===== src/rtl/sqrt_arbiter_pkg.sv =====
// Shared definitions for the square-root arbiter: FSM state encoding and
// the helper that sizes requester indices.
package sqrt_arbiter_pkg;

    typedef enum logic [2:0] {
        DRAIN,
        IDLE,
        ISSUE,
        BUSY,
        RESP
    } state_t;

    localparam int MAX_REQ = 16;

    // A single requester still needs a one-bit index.
    function automatic int grant_width(input int n);
        return (n > 1) ? $clog2(n) : 1;
    endfunction

endpackage


===== src/rtl/sqrt_arbiter_rr_arbiter.sv =====
// Combinational round-robin picker: first eligible requester at or after ptr,
// searching upward and wrapping past the last requester.
module rr_arbiter
    import sqrt_arbiter_pkg::*;
#(
    parameter int NUM_REQ = 4,
    parameter int IDX_W   = grant_width(NUM_REQ)
) (
    input  logic [NUM_REQ-1:0] eligible,
    input  logic [IDX_W-1:0]   ptr,
    output logic               valid,
    output logic [IDX_W-1:0]   grant
);

    function automatic logic [IDX_W-1:0] wrap_index(input logic [IDX_W-1:0] base, input int offset);
        int sum;
        sum = int'(base) + offset;
        if (sum >= NUM_REQ) begin
            sum = sum - NUM_REQ;
        end
        return IDX_W'(sum);
    endfunction

    // Walking the offsets downward lets the smallest offset from ptr win.
    always_comb begin
        valid = 1'b0;
        grant = '0;
        for (int k = NUM_REQ - 1; k >= 0; k--) begin
            if (eligible[wrap_index(ptr, k)]) begin
                valid = 1'b1;
                grant = wrap_index(ptr, k);
            end
        end
    end

endmodule


===== src/rtl/sqrt_arbiter.sv =====
// Shares one iterative square-root unit among NUM_REQ requesters, round-robin.
// Define SQRT_ARBITER_ASSERT_EN to build in simulation-only protocol checks.
module sqrt_arbiter
    import sqrt_arbiter_pkg::*;
#(
    parameter int WIDTH        = 32,
    parameter int NUM_REQ      = 4,
    parameter int DRAIN_CYCLES = 32
) (
    input  logic                     clk,
    input  logic                     reset,
    input  logic [NUM_REQ-1:0]       req_go,
    input  logic [NUM_REQ*WIDTH-1:0] req_in,
    output logic [NUM_REQ*WIDTH-1:0] req_out,
    output logic [NUM_REQ-1:0]       req_done,
    output logic                     sq_go,
    output logic [WIDTH-1:0]         sq_in,
    input  logic [WIDTH-1:0]         sq_out,
    input  logic                     sq_done
);

    localparam int IDX_W = grant_width(NUM_REQ);
    localparam int CNT_W = $clog2(DRAIN_CYCLES + 1);

    state_t               state;
    state_t               state_next;
    logic [CNT_W-1:0]     drain_cnt;
    logic [IDX_W-1:0]     ptr;
    logic [IDX_W-1:0]     grant;
    logic [IDX_W-1:0]     arb_grant;
    logic                 arb_valid;
    logic [NUM_REQ-1:0]   served;
    logic [NUM_REQ-1:0]   eligible;
    logic [WIDTH-1:0]     operand [NUM_REQ];
    logic [WIDTH-1:0]     result  [NUM_REQ];

    for (genvar i = 0; i < NUM_REQ; i++) begin : g_slice
        assign operand[i]                 = req_in[i*WIDTH +: WIDTH];
        assign req_out[i*WIDTH +: WIDTH]  = result[i];
    end

    // A requester that already got its answer stays out until it drops go.
    assign eligible = req_go & ~served;

    rr_arbiter #(
        .NUM_REQ (NUM_REQ),
        .IDX_W   (IDX_W)
    ) u_rr (
        .eligible (eligible),
        .ptr      (ptr),
        .valid    (arb_valid),
        .grant    (arb_grant)
    );

    always_comb begin
        state_next = state;
        sq_go      = 1'b0;
        req_done   = '0;
        case (state)
            DRAIN: begin
                if (drain_cnt == CNT_W'(DRAIN_CYCLES - 1)) begin
                    state_next = IDLE;
                end
            end
            IDLE: begin
                if (arb_valid) begin
                    state_next = ISSUE;
                end
            end
            ISSUE: begin
                sq_go      = 1'b1;
                state_next = BUSY;
            end
            BUSY: begin
                if (sq_done) begin
                    state_next = RESP;
                end
            end
            RESP: begin
                req_done[grant] = 1'b1;
                state_next      = IDLE;
            end
            default: state_next = DRAIN;
        endcase
    end

    always_ff @(posedge clk) begin
        if (reset) begin
            state     <= DRAIN;
            drain_cnt <= '0;
        end else begin
            state <= state_next;
            if (state == DRAIN) begin
                drain_cnt <= drain_cnt + CNT_W'(1);
            end
        end
    end

    // Operand is latched at grant time so later req_in changes cannot leak in.
    always_ff @(posedge clk) begin
        if (reset) begin
            ptr    <= '0;
            grant  <= '0;
            served <= '0;
            sq_in  <= '0;
            for (int i = 0; i < NUM_REQ; i++) begin
                result[i] <= '0;
            end
        end else begin
            served <= (served | req_done) & req_go;
            if (state == IDLE && arb_valid) begin
                grant <= arb_grant;
                sq_in <= operand[arb_grant];
                ptr   <= (int'(arb_grant) == NUM_REQ - 1) ? '0 : arb_grant + IDX_W'(1);
            end
            if (state == BUSY && sq_done) begin
                result[grant] <= sq_out;
            end
        end
    end

`ifdef SQRT_ARBITER_ASSERT_EN
    logic [NUM_REQ*WIDTH-1:0] req_out_prev;
    logic                     check_armed;

    // The armed flag skips the cycle after reset, when req_out legitimately clears.
    always_ff @(posedge clk) begin
        req_out_prev <= req_out;
        check_armed  <= !reset;
        if (!reset) begin
            if (sq_done && state != BUSY && state != DRAIN) begin
                $error("sqrt_arbiter: sq_done outside BUSY");
            end
            if ($countones(req_done) > 1) begin
                $error("sqrt_arbiter: more than one req_done bit high");
            end
            if (check_armed) begin
                for (int i = 0; i < NUM_REQ; i++) begin
                    if (req_out[i*WIDTH +: WIDTH] != req_out_prev[i*WIDTH +: WIDTH] && !req_done[i]) begin
                        $error("sqrt_arbiter: req_out slice %0d changed without req_done", i);
                    end
                end
            end
        end
    end
`else
    // Default build carries no checks.
`endif

endmodule


===== config.mk =====
export PLATFORM = sky130hd
export DESIGN_NAME = sqrt_arbiter
export DESIGN_NICKNAME = d
export VERILOG_FILES = /design/src/rtl/sqrt_arbiter_pkg.sv /design/src/rtl/sqrt_arbiter_rr_arbiter.sv /design/src/rtl/sqrt_arbiter.sv
export SDC_FILE = /design/constraint.sdc
export NUM_CORES = 1
export LEC_CHECK = 0
export ABC_AREA = 1
export BUFFER_PORTS_ARGS = -buffer_cell sky130_fd_sc_hd__buf_2
export CORE_MARGIN = 1.5
export CORE_UTILIZATION = 49
export DETAILED_ROUTE_END_ITERATION = 10
export PLACE_DENSITY = 0.81
export SLEW_MARGIN = 0
export SYNTH_ARGS = -nofsm -noshare
export SYNTH_HDL_FRONTEND = slang
export SYNTH_SLANG_ARGS = --single-unit

===== constraint.sdc =====
create_clock -name clk -period 3.95 [get_ports clk]
set_input_delay 0.1975 -clock clk [delete_from_list [all_inputs] [get_ports clk]]
set_output_delay 0.1975 -clock clk [all_outputs]
set_load 0.03 [all_outputs]

==> results of run 1 <==
[worst register-to-register path, stage by stage (launching register included)]
cell     delay (ns)
dfxtp_1        0.54
nand3_1        0.12
nand2_1        0.15
nand2_1        0.10
nand2_1        0.08
inv_1          0.05
nand2_2        0.07
nand3_2        0.62
nand2_4        0.90
inv_2          0.33
nand2_1        0.14
nand3_1        0.07
nand2_1        0.09
nor2_1         0.04
[layout make-up]
class | count | area (sq um) | share of cell area (%)
diodes | 2 | 5.00 | 0.0470
clock buffers | 17 | 425 | 4.00
clock inverters | 15 | 205 | 1.93
inverters | 194 | 728 | 6.84
multi-input cells | 556 | 2470 | 23.2
flip-flops and latches | 177 | 4820 | 45.3
well taps | 220 | 275 | 2.59
repair buffers | 338 | 1710 | 16.1
[layout by cell type, fill, tap and decap left out, drive strengths merged]
cell type  netlist  layout
nand2          146     146
ha               1       1
nand3b           1       1
nor3            21      21
xor2             1       1
edfxtp         128     128
a21oi            8       8
o211ai           1       1
o21ai           12      12
buf             29     338
o21a             1       1
diode            0       2
xnor2            1       1
clkbuf          18      17
and2             1       1
bufinv           0       2
a211oi           2       2
nand4            1       1
clkinv           1       5
inv            193     202
nand3          124     124
nor3b           12      12
dfxtp           49      49
nor4             1       1
nor2           222     222
[per-layer routing]
layer / track usage, % / routed length [microns] / vias up
li1: - / - / 3661
met1: 29.3 / 8810 / 3298
met2: 44.5 / 11100 / 341
met3: 5.71 / 1420 / 32
met4: 8.55 / 515 / 0
met5: 0 / 0 / -
[power breakdown]
part | switching (mW) | internal (mW)
registers | 0.0147 | 2.03
logic | 0.281 | 0.141
clock network | 0.798 | 0.977
total | 1.09 | 3.15
[path summary, 6_finish.rpt]
kind / slack (ns) / start / cells past startpoint / to
min: 0.02 / req_in[75] / 3 / sq_in[11]
max: 0.54 / ptr[0] / 13 / sq_in[21]
min reg2reg: 0.52 / drain_cnt[3] / 1 / drain_cnt[3]
max reg2reg: 0.54 / ptr[0] / 13 / sq_in[21]
[sequential cells by signal, summed over array words and instances, names as in the netlist]
signal / count
sq_in: 32
state: 3
ptr: 2
drain_cnt: 6
served: 4
grant: 2
result: 128
[Yosys cell counts (2+ instances only)]
library cell,number
buf_1,5
nand2_2,2
edfxtp_1,128
a21oi_1,8
inv_2,4
dfxtp_1,49
nor3b_1,4
o21ai_0,12
nand3_1,123
buf_4,2
nor2_1,221
clkbuf_1,17
nor3_1,21
buf_6,4
nand2_1,143
a211oi_1,2
buf_2,18
nor3b_2,8
inv_1,189
[cell families (layout without fill, tap and decap cells)]
family	count (synthesis)	after routing	synth area share, %
fa+ha+maj	1	1	0.152
buf+inv	241	564	11.8
xor+xnor	2	2	0.213
simple gates	529	529	27.7
other cells	0	2	0
flops	177	177	58.6
compound gates	24	24	1.58
==> summary.txt, run 1 <==
Clocking
  – Clock Latency Late Sink: 0.43 ns
  – Setup bufs post-CTS: 0
  – Resize count post-CTS: 0
  – Reg clk slew, reported paths: 0.07 ns
  – H-tree Lvls: 4
  – TritonCTS Buffers: 17
  – CTS Buffer Depth: 2
  – CTS tree: yes
  – CTS sink count: 177
  – Cts hold-fix bufs: 0
  – Root Buffer: clkbuf_16

Yosys
  – Mapped Area: 8240 sq um
  – YS warnings: 0
  – Syn Area/Cell: 8.46 sq um
  – Distinct cells, synth: 33
  – Syn_nets: 1142
  – Dominant synthesized flop cell: edfxtp_1
  – Fraction of registers with async set/reset: 0%
  – Number of synthesized flops with an enable pin: 128
  – Dominant cells by area after synthesis: edfxtp_1 (47%), dfxtp_1 (12%), nor2_1 (10%)
  – Yosys top cell by area: edfxtp_1
  – #FFs+latches synth: 177
  – Sequential area share after synthesis: 58.6%
  – Post-synthesis instance total: 974
  – Share of Yosys cell area claimed by the top area cell type: 46.7%

STA
  – Slew HR: 23.1%
  – Crit share post-route: 86.2%
  – Hold_ws: 0.0236 ns
  – Final Hold Vio Count: 0
  – Final setup viols: 0
  – Post-route setup slack: 0.544 ns
  – Max Slew Vio Count: 0
  – Fin Setup TNS: 0 ns
  – Skew final: 0.0133 ns
  – Tmin final: 3.41 ns
  – Max Fclk: 294 MHz
  – RSZ-0062 raised after global routing: false
  – Worst-Margin Slew: 1.15 ns

GRT
  – First-pass GRT wire length: 33900 microns
  – Initial antenna violation count: 2
  – Largest net degree at the start of global routing: 79
  – Total track usage: 24.8%
  – Vias in the first global route: 6760
  – Overflow after GRT: 0

Floorplanning
  – Die area: 17600 sq um
  – Initial Util: 49.8%
  – Rows: 47
  – Die Ht: 133 microns
  – Core area: 16500 sq um
  – I/O pins: 332
  – DIE WIDTH: 133 microns

Worst setup path
  – Critical Path AT: 3.73 ns
  – Worst Path Buf+Inv: 2
  – CP delay by family, top: simple AND/OR/NAND/NOR gates
  – CP max stage delay: 0.90 ns
  – Crit. End Element: flop
  – Worst path cell trace: nand3_1 > nand2_1 > nand2_1 > nand2_1 > inv_1 > nand2_2 > nand3_2 > nand2_4 > inv_2 > nand2_1 > nand3_1 > nand2_1 > nor2_1
  – Required time worst endpoint: 4.27 ns
  – Slowest cell on the critical path: nand2_4
  – Crit Path Max Fanout: 78
  – Critical path class: flop to flop
  – Most used cell, CP: nand2_1
  – Worst setup SP type: flop

Drt
  – Routed via count: 7332
  – DRC Markers: 0
  – TritonRoute pass-1 iters: 5
  – Post-DR vias/cell: 4.83
  – Routed WL: 21800 microns
  – Antenna Nets Post-Route: 0
  – Initial DRC count: 518
  – Wirelength per Cell: 14.4 microns

Power and ir drop
  – Final Power: 4.24 mW
  – Peak VDD IR: 0.000334 V
  – PwrDens: 398 nW/um^2
  – Leakage Power: 5.49 nW

Cells and area
  – Layout Utilization: 64.4%
  – Layout cells sized above 1: 30.0%
  – Area Growth Syn to Fin: 29.2%
  – Nets: 1452
  – Fill cell count: 1350
  – Cell area after layout: 10600 sq um
  – Non-Filler Instances: 1519

Job
  – Max Cap Viol: 0

Place
  – DP Cell Count: 1485
  – Port-buffer cells: 331
  – Worst slack, placed: 0.613 ns
  – DP Area: 10000 sq um
  – Dpl hpwl: 15700 microns
  – Routability cong.: 0.842

Run status
  – Status: finished clean

Hold path
  – Worst Hold Class: input pin to flop
No activity file was read; power rests on OpenSTA's default activity.
==> run 2, diff against run 1 <==
--- a/config.mk
+++ b/config.mk
@@ -6,11 +6,11 @@
 export NUM_CORES = 1
 export LEC_CHECK = 0
 export ABC_AREA = 1
-export BUFFER_PORTS_ARGS = -buffer_cell sky130_fd_sc_hd__buf_2
-export CORE_MARGIN = 1.5
-export CORE_UTILIZATION = 49
+export CORE_AREA = 2 2 130 132
 export DETAILED_ROUTE_END_ITERATION = 10
-export PLACE_DENSITY = 0.81
+export DIE_AREA = 0 0 132 134
+export DONT_BUFFER_PORTS = 1
+export PLACE_DENSITY = 0.66
 export SLEW_MARGIN = 0
 export SYNTH_ARGS = -nofsm -noshare
 export SYNTH_HDL_FRONTEND = slang
==> constraint.sdc (replaced) <==
create_clock -name clk -period 3.95 [get_ports clk]
set_input_delay 0.1975 -clock clk [delete_from_list [all_inputs] [get_ports clk]]
set_output_delay 0.1975 -clock clk [all_outputs]
set_load 0.1 [all_outputs]
==> summary.txt, run 2 (synthesis results as in run 1) <==
Run status
  – Status: finished clean

Worst setup path
  – Slowest cell on the critical path: dlygate4sd3_1
  – Worst Path Buf+Inv: 4 (+2)
  – R2r setup slk: 0.56 ns (+0.02 ns)
  – Critical path class: flop to flop
  – R2r endpoint: sq_in[11]
  – Critical path launch point: ptr[0]
  – Crit Path Max Fanout: 78 (unchanged)
  – Critical Path AT: 3.77 ns (+0.04 ns)
  – CP Depth: 16 (+3)
  – R2R depth: 16 (+3)
  – CP max stage delay: 0.55 ns (-0.35 ns)
  – CP delay by family, top: buffers and inverters
  – Worst setup endpoint: sq_in[11]
  – Required time worst endpoint: 4.33 ns (+0.06 ns)
  – Crit. End Element: flop
  – Most used cell, CP: nand2_1
  – Worst setup SP type: flop
  – Crit Reg-Reg Startpoint: ptr[0]
  – Worst path cell trace: inv_2 > nand3_1 > nand2_1 > nand2_1 > nand2_1 > nand2_2 > nand2_1 > nand2_2 > buf_4 > nand2_4 > inv_2 > nand2_1 > nand3_1 > nand2_1 > nor2_1 > dlygate4sd3_1

Power and ir drop
  – Peak VDD IR: 0.000291 V (-13%)
  – Leakage Power: 4.19 nW (-24%)
  – PwrDens: 466 nW/um^2 (+17%)
  – Sequential share of power: 55.4% (+7.2 points)
  – Net Sw Frac: 31.3% (+5.5 points)
  – Clk pwr share: 39.6% (-2.2 points)
  – Int Power: 2.98 mW (-5.4%)
  – Switching power: 1.36 mW (+24%)
  – Comb power frac: 5.0% (-4.9 points)

Cells and area
  – Largest register FFs: 128 (unchanged)
  – Antenna fix cells: 0 (-2)
  – Nets: 1151 (-21%)
  – Layout cells sized above 1: 6.93% (-23 points)
  – Area Growth Syn to Fin: 13.0%
  – Most common cell after layout, fill and taps aside: nor2_1
  – Top Registers: result (128), sq_in (32), drain_cnt (6)
  – Fill cell count: 1442 (+6.8%)
  – Most frequent cells in the layout: nor2_1 (217), inv_1 (189), nand2_1 (143)
  – Register with the most flip-flops: result

Clocking
  – Reg clk slew, reported paths: 0.08 ns (about the same)
  – TritonCTS Buffers: 17 (unchanged)
  – Setup bufs post-CTS: 0 (unchanged)
  – CTS tree: yes
  – H-tree Lvls: 4 (unchanged)
  – CTS Buffer Depth: 2 (unchanged)
  – Clock Latency Late Sink: 0.43 ns (about the same)
  – Root Buffer: clkbuf_16
  – CTS sink count: 177 (unchanged)
  – Resize count post-CTS: 0 (unchanged)

Place
  – Worst slack, placed: 1.13 ns (+0.516 ns)
  – Routability cong.: 0.833 (-1.1%)
  – Port-buffer cells: 0 (-100%)
  – Dpl hpwl: 14500 microns (-7.6%)

Floorplanning
  – Die area: 17700 sq um (+0.52%)
  – Initial Util: 50.6% (+0.72 points)
  – DIE WIDTH: 132 microns (-0.49%)
  – Die Ht: 134 microns (+1.0%)
  – I/O pins: 332 (unchanged)
  – Rows: 47 (unchanged)
  – Core area: 16300 sq um (-1.4%)

STA
  – Worst-Margin Slew: 1.18 ns (+0.0326 ns)
  – Slew HR: 21.0% (-2.2 points)
  – Final setup viols: 0 (unchanged)
  – Crit share post-route: 85.8% (-0.40 points)
  – Max Fclk: 295 MHz (+0.47%)
  – Skew final: 0.00934 ns (-0.00399 ns)
  – Final Hold Vio Count: 0 (unchanged)
  – Max Slew Vio Count: 0 (unchanged)
  – Fin Setup TNS: 0 ns (unchanged)
  – RSZ-0062 raised after global routing: false
  – Post-route setup slack: 0.560 ns (+0.0159 ns)
  – Tmin final: 3.39 ns (-0.0159 ns)

GRT
  – Initial antenna violation count: 0 (-2)
  – First-pass GRT wire length: 32000 microns (-5.5%)
  – Total track usage: 23.3% (-1.5 points)
  – Largest net degree at the start of global routing: 79 (unchanged)
  – Overflow after GRT: 0 (unchanged)
  – Vias in the first global route: 5779 (-15%)

Drt
  – Initial DRC count: 404 (-22%)
  – Routed via count: 6306 (-14%)
  – TritonRoute pass-1 iters: 4 (-1)
  – Routed WL: 20800 microns (-4.7%)
  – Post-DR vias/cell: 5.19 (+7.4%)
  – DRC Markers: 0 (unchanged)
  – Wirelength per Cell: 17.1 microns (+19%)
  – Antenna Nets Post-Route: 0 (unchanged)

Hold path
  – Worst Hold Class: input pin to flop

Job
  – Max Cap Viol: 0 (unchanged)
## run 2: cell count changes in the layout (fill, tap and decap cells not counted), sizes merged
cell / before / now
bufinv: 2 / 0
buf: 338 / 13
diode: 2 / 0
dlygate4sd3: 0 / 24
clkinv: 5 / 9
inv: 202 / 200
## run 2: cell type report
cell class | count | area, sq um | share of cell area [%]
Sequential cell | 177 | 4820 | 51.8
Multi-Input combinational cell | 556 | 2490 | 26.7
Inverter | 194 | 728 | 7.82
Clock buffer | 17 | 425 | 4.57
Timing Repair Buffer | 37 | 370 | 3.98
Tap cell | 220 | 275 | 2.96
Clock inverter | 15 | 199 | 2.14
## run 2: metal layers
layer  routed length (microns)  vias up  GRT usage, %
li1                          -     3051             -
met1                      8190     2941          28.1
met2                     10800      293          41.1
met3                      1550       21          6.58
met4                       283        0          6.70
met5                         0        -             0
## run 2: worst min-delay path: cells and delay by family
family / cells / cell delay, ns
and+or+nand+nor: 4 / 0.20
## run 2: worst min path at each step
stage	start	slack, ns	endpoint	cells after the start
finish	req_in[72]	0.01	sq_in[8]	4
global route	req_in[92]	0.006	sq_in[28]	4
CTS	sq_out[29]	0.0003	result[1][29]	2
detailed placement	reset	0.28	grant[0]	1
global placement	reset	0.27	served[0]	1
floorplan	req_go[0]	0.33	served[0]	2
## run 2: timing repair
action	CTS	global route
hold buffers	25	0
setup endpoints to repair	0	0
endpoints found under the hold margin	54	0
## run 2: per-stage QoR
stage                     hold slack, ns  area (sq um)  std cells  total power [mW]  util (%)
after CTS                       0.000346          9310       1216              4.36      57.1
after global routing             0.00642          9310       1216              4.47      57.1
after global placement             0.275          8420       1159              2.63      51.7
after floorplan                    0.333          8240        974              2.59         -
after detailed placement           0.276          8420       1159              2.63      51.7
final                             0.0115          9310       1216              4.33      57.1
## run 2: power groups by stage
stage / Combinational (mW) / Clock, mW / Sequential [mW]
finish: 0.217 / 1.72 / 2.40
global route: 0.246 / 1.82 / 2.40
CTS: 0.218 / 1.74 / 2.40
detailed placement: 0.191 / 0 / 2.44
global placement: 0.190 / 0 / 2.44
floorplan: 0.161 / 0 / 2.43
==> run 3, diff against run 2 <==
--- a/config.mk
+++ b/config.mk
@@ -10,7 +10,7 @@
 export DETAILED_ROUTE_END_ITERATION = 10
 export DIE_AREA = 0 0 132 134
 export DONT_BUFFER_PORTS = 1
-export PLACE_DENSITY = 0.66
+export PLACE_DENSITY = 0.67
 export SLEW_MARGIN = 0
 export SYNTH_ARGS = -nofsm -noshare
 export SYNTH_HDL_FRONTEND = slang
==> summary.txt, run 3 (synthesis results as in run 1) <==
Run status
  – Status: finished clean

Drt
  – Antenna Nets Post-Route: 0 (unchanged)
  – Wirelength per Cell: 17.3 microns (+0.82%)
  – DRC Markers: 0 (unchanged)
  – TritonRoute pass-1 iters: 5 (+1)
  – Routed WL: 21000 microns (+0.99%)
  – Initial DRC count: 368 (-8.9%)
  – Post-DR vias/cell: 5.20 (+0.25%)
  – Routed via count: 6332 (+0.41%)

Worst setup path
  – Slowest cell on the critical path: dlygate4sd3_1
  – Most used cell, CP: nand2_1
  – R2r endpoint: sq_in[11]
  – Crit. End Element: flop
  – Worst setup SP type: flop
  – Crit Reg-Reg Startpoint: ptr[0]
  – Worst path cell trace: inv_2 > nand3_1 > nand2_1 > nand2_1 > nand2_1 > nand2_2 > nand2_1 > nand2_2 > buf_4 > nand2_8 > inv_2 > a21oi_1 > dlygate4sd3_1 > nor2_1 > dlygate4sd3_1
  – Critical path class: flop to flop
  – CP max stage delay: 0.55 ns (about the same)
  – R2R depth: 15 (-1)
  – Critical Path AT: 4.01 ns (+0.24 ns)
  – Required time worst endpoint: 4.32 ns (about the same)
  – Crit Path Max Fanout: 78 (unchanged)
  – Critical path launch point: ptr[0]
  – R2r setup slk: 0.32 ns (-0.24 ns)

Clocking
  – Clock Latency Late Sink: 0.43 ns (about the same)
  – CTS sink count: 177 (unchanged)
  – TritonCTS Buffers: 17 (unchanged)
  – Setup bufs post-CTS: 0 (unchanged)
  – H-tree Lvls: 4 (unchanged)
  – Reg clk slew, reported paths: 0.07 ns (about the same)
  – CTS Buffer Depth: 2 (unchanged)
  – Root Buffer: clkbuf_16
  – CTS tree: yes

Cells and area
  – Register with the most flip-flops: result
  – Most frequent cells in the layout: nor2_1 (216), inv_1 (189), nand2_1 (143)
  – Largest register FFs: 128 (unchanged)
  – Nets: 1153 (+0.17%)
  – Layout cells sized above 1: 6.91% (-0.014 points)
  – Area Growth Syn to Fin: 13.0% (about the same)
  – Antenna fix cells: 0 (unchanged)
  – Top Registers: result (128), sq_in (32), drain_cnt (6)
  – Most common cell after layout, fill and taps aside: nor2_1
  – Non-Filler Instances: 1218 (+0.16%)

STA
  – Skew final: 0.00816 ns (-0.00117 ns)
  – Worst-Margin Slew: 1.16 ns (-0.0170 ns)
  – Final setup viols: 0 (unchanged)
  – Slew HR: 22.1% (+1.1 points)
  – Max Slew Vio Count: 0 (unchanged)
  – Crit share post-route: 92.0% (+6.2 points)
  – Post-route setup slack: 0.317 ns (-0.243 ns)
  – Fin Setup TNS: 0 ns (unchanged)
  – Tmin final: 3.63 ns (+0.243 ns)
  – Final Hold Vio Count: 0 (unchanged)
  – RSZ-0062 raised after global routing: false
  – Max Fclk: 275 MHz (-6.7%)
  – Hold_ws: 0.00804 ns (-0.00341 ns)

Floorplanning
  – Die Ht: 134 microns (unchanged)
  – Initial Util: 50.6% (unchanged)
  – I/O pins: 332 (unchanged)
  – Rows: 47 (unchanged)
  – DIE WIDTH: 132 microns (unchanged)
  – Core area: 16300 sq um (unchanged)
  – Die area: 17700 sq um (unchanged)

GRT
  – Vias in the first global route: 5899 (+2.1%)
  – Initial antenna violation count: 0 (unchanged)
  – Largest net degree at the start of global routing: 79 (unchanged)
  – First-pass GRT wire length: 32300 microns (+0.78%)
  – Total track usage: 23.6% (+0.29 points)
  – Overflow after GRT: 0 (unchanged)

Power and ir drop
  – PwrDens: 462 nW/um^2 (-0.71%)
  – Int Power: 3.01 mW (+1.1%)
  – Final Power: 4.30 mW (-0.74%)
  – Switching power: 1.29 mW (-4.7%)
  – Leakage Power: 4.20 nW (+0.22%)
  – Sequential share of power: 55.8% (+0.4 points)
  – Clk pwr share: 39.0% (-0.6 points)
  – Comb power frac: 5.2% (+0.2 points)
  – Net Sw Frac: 30.1% (-1.2 points)
  – Peak VDD IR: 0.000295 V (+1.4%)

Place
  – Dpl hpwl: 14700 microns (+1.3%)
  – Worst slack, placed: 1.11 ns (-0.0169 ns)
  – Port-buffer cells: 0 (unchanged)
  – Routability cong.: 0.819 (-1.7%)
  – DP Cell Count: 1160 (+0.086%)

Hold path
  – Hold Startpoint: sq_out[0]
  – WHS Endpoint: result[1][0]
  – Hold depth: 2 (-2)
  – Worst Hold Class: input pin to flop

Job
  – Max Cap Viol: 0 (unchanged)
## run 3: changes by cell type in the layout (fill, tap and decap cells not counted), sizes merged
cell	before	now
buf	13	14
bufinv	0	1
clkinv	9	6
dlygate4sd3	24	25
inv	200	202
## run 3: through the flow
step	utilization, %	cell area [sq um]
after floorplan	-	8240
after global placement	51.8	8430
after detailed placement	51.8	8430
after CTS	57.0	9290
after global routing	57.1	9310
final	57.1	9310
## run 3: routing by layer
| metal | global-route usage [%] | wire length [microns] |
|---|---|---|
| met5 | 0 | 0 |
| met4 | 7.61 | 378 |
| met3 | 6.08 | 1760 |
| met2 | 41.6 | 10700 |
| met1 | 28.5 | 8180 |
## run 3: timing repair
| action | in CTS | in global routing |
|---|---|---|
| endpoints found under the hold margin | 53 | 0 |
| hold buffers | 26 | 0 |
| gates resized for setup | 0 | 3 |
| setup endpoints to repair | 0 | 1 |
## run 3: layout make-up
cell class / count / area [sq um]
clock buffers: 17 / 425
fillers: 1442 / 6980
repair buffers: 39 / 388
flip-flops and latches: 177 / 4820
multi-input cells: 556 / 2500
well taps: 220 / 275
clock inverters: 15 / 163
inverters: 194 / 728
## run 3: worst max path at each step
stage | endpoint | slack [ns] | depth (start not counted)
6_report | sq_in[11] | 0.32 | 15
5_1_grt | sq_in[11] | 0.03 | 15
4_1_cts | sq_in[11] | 0.10 | 16
3_5_place_dp | sq_in[22] | 1.11 | 15
3_3_place_gp | sq_in[11] | 1.22 | 11
2_1_floorplan | result[0][0] | 0.66 | 3
## run 3: power groups by stage
stage	Sequential [mW]	Clock, mW	Combinational (mW)
CTS	2.40	1.71	0.221
detailed placement	2.44	0	0.192
finish	2.40	1.68	0.222
global placement	2.44	0	0.192
floorplan	2.43	0	0.161
global route	2.40	1.79	0.249
## run 3: critical path: cells and delay by family (launching register included)
family	cells	cell delay [ns]
buffers and inverters	5	1.91
and+or+nand+nor	9	0.98
DFF	1	0.54
AOI/OAI and AO/OA	1	0.11
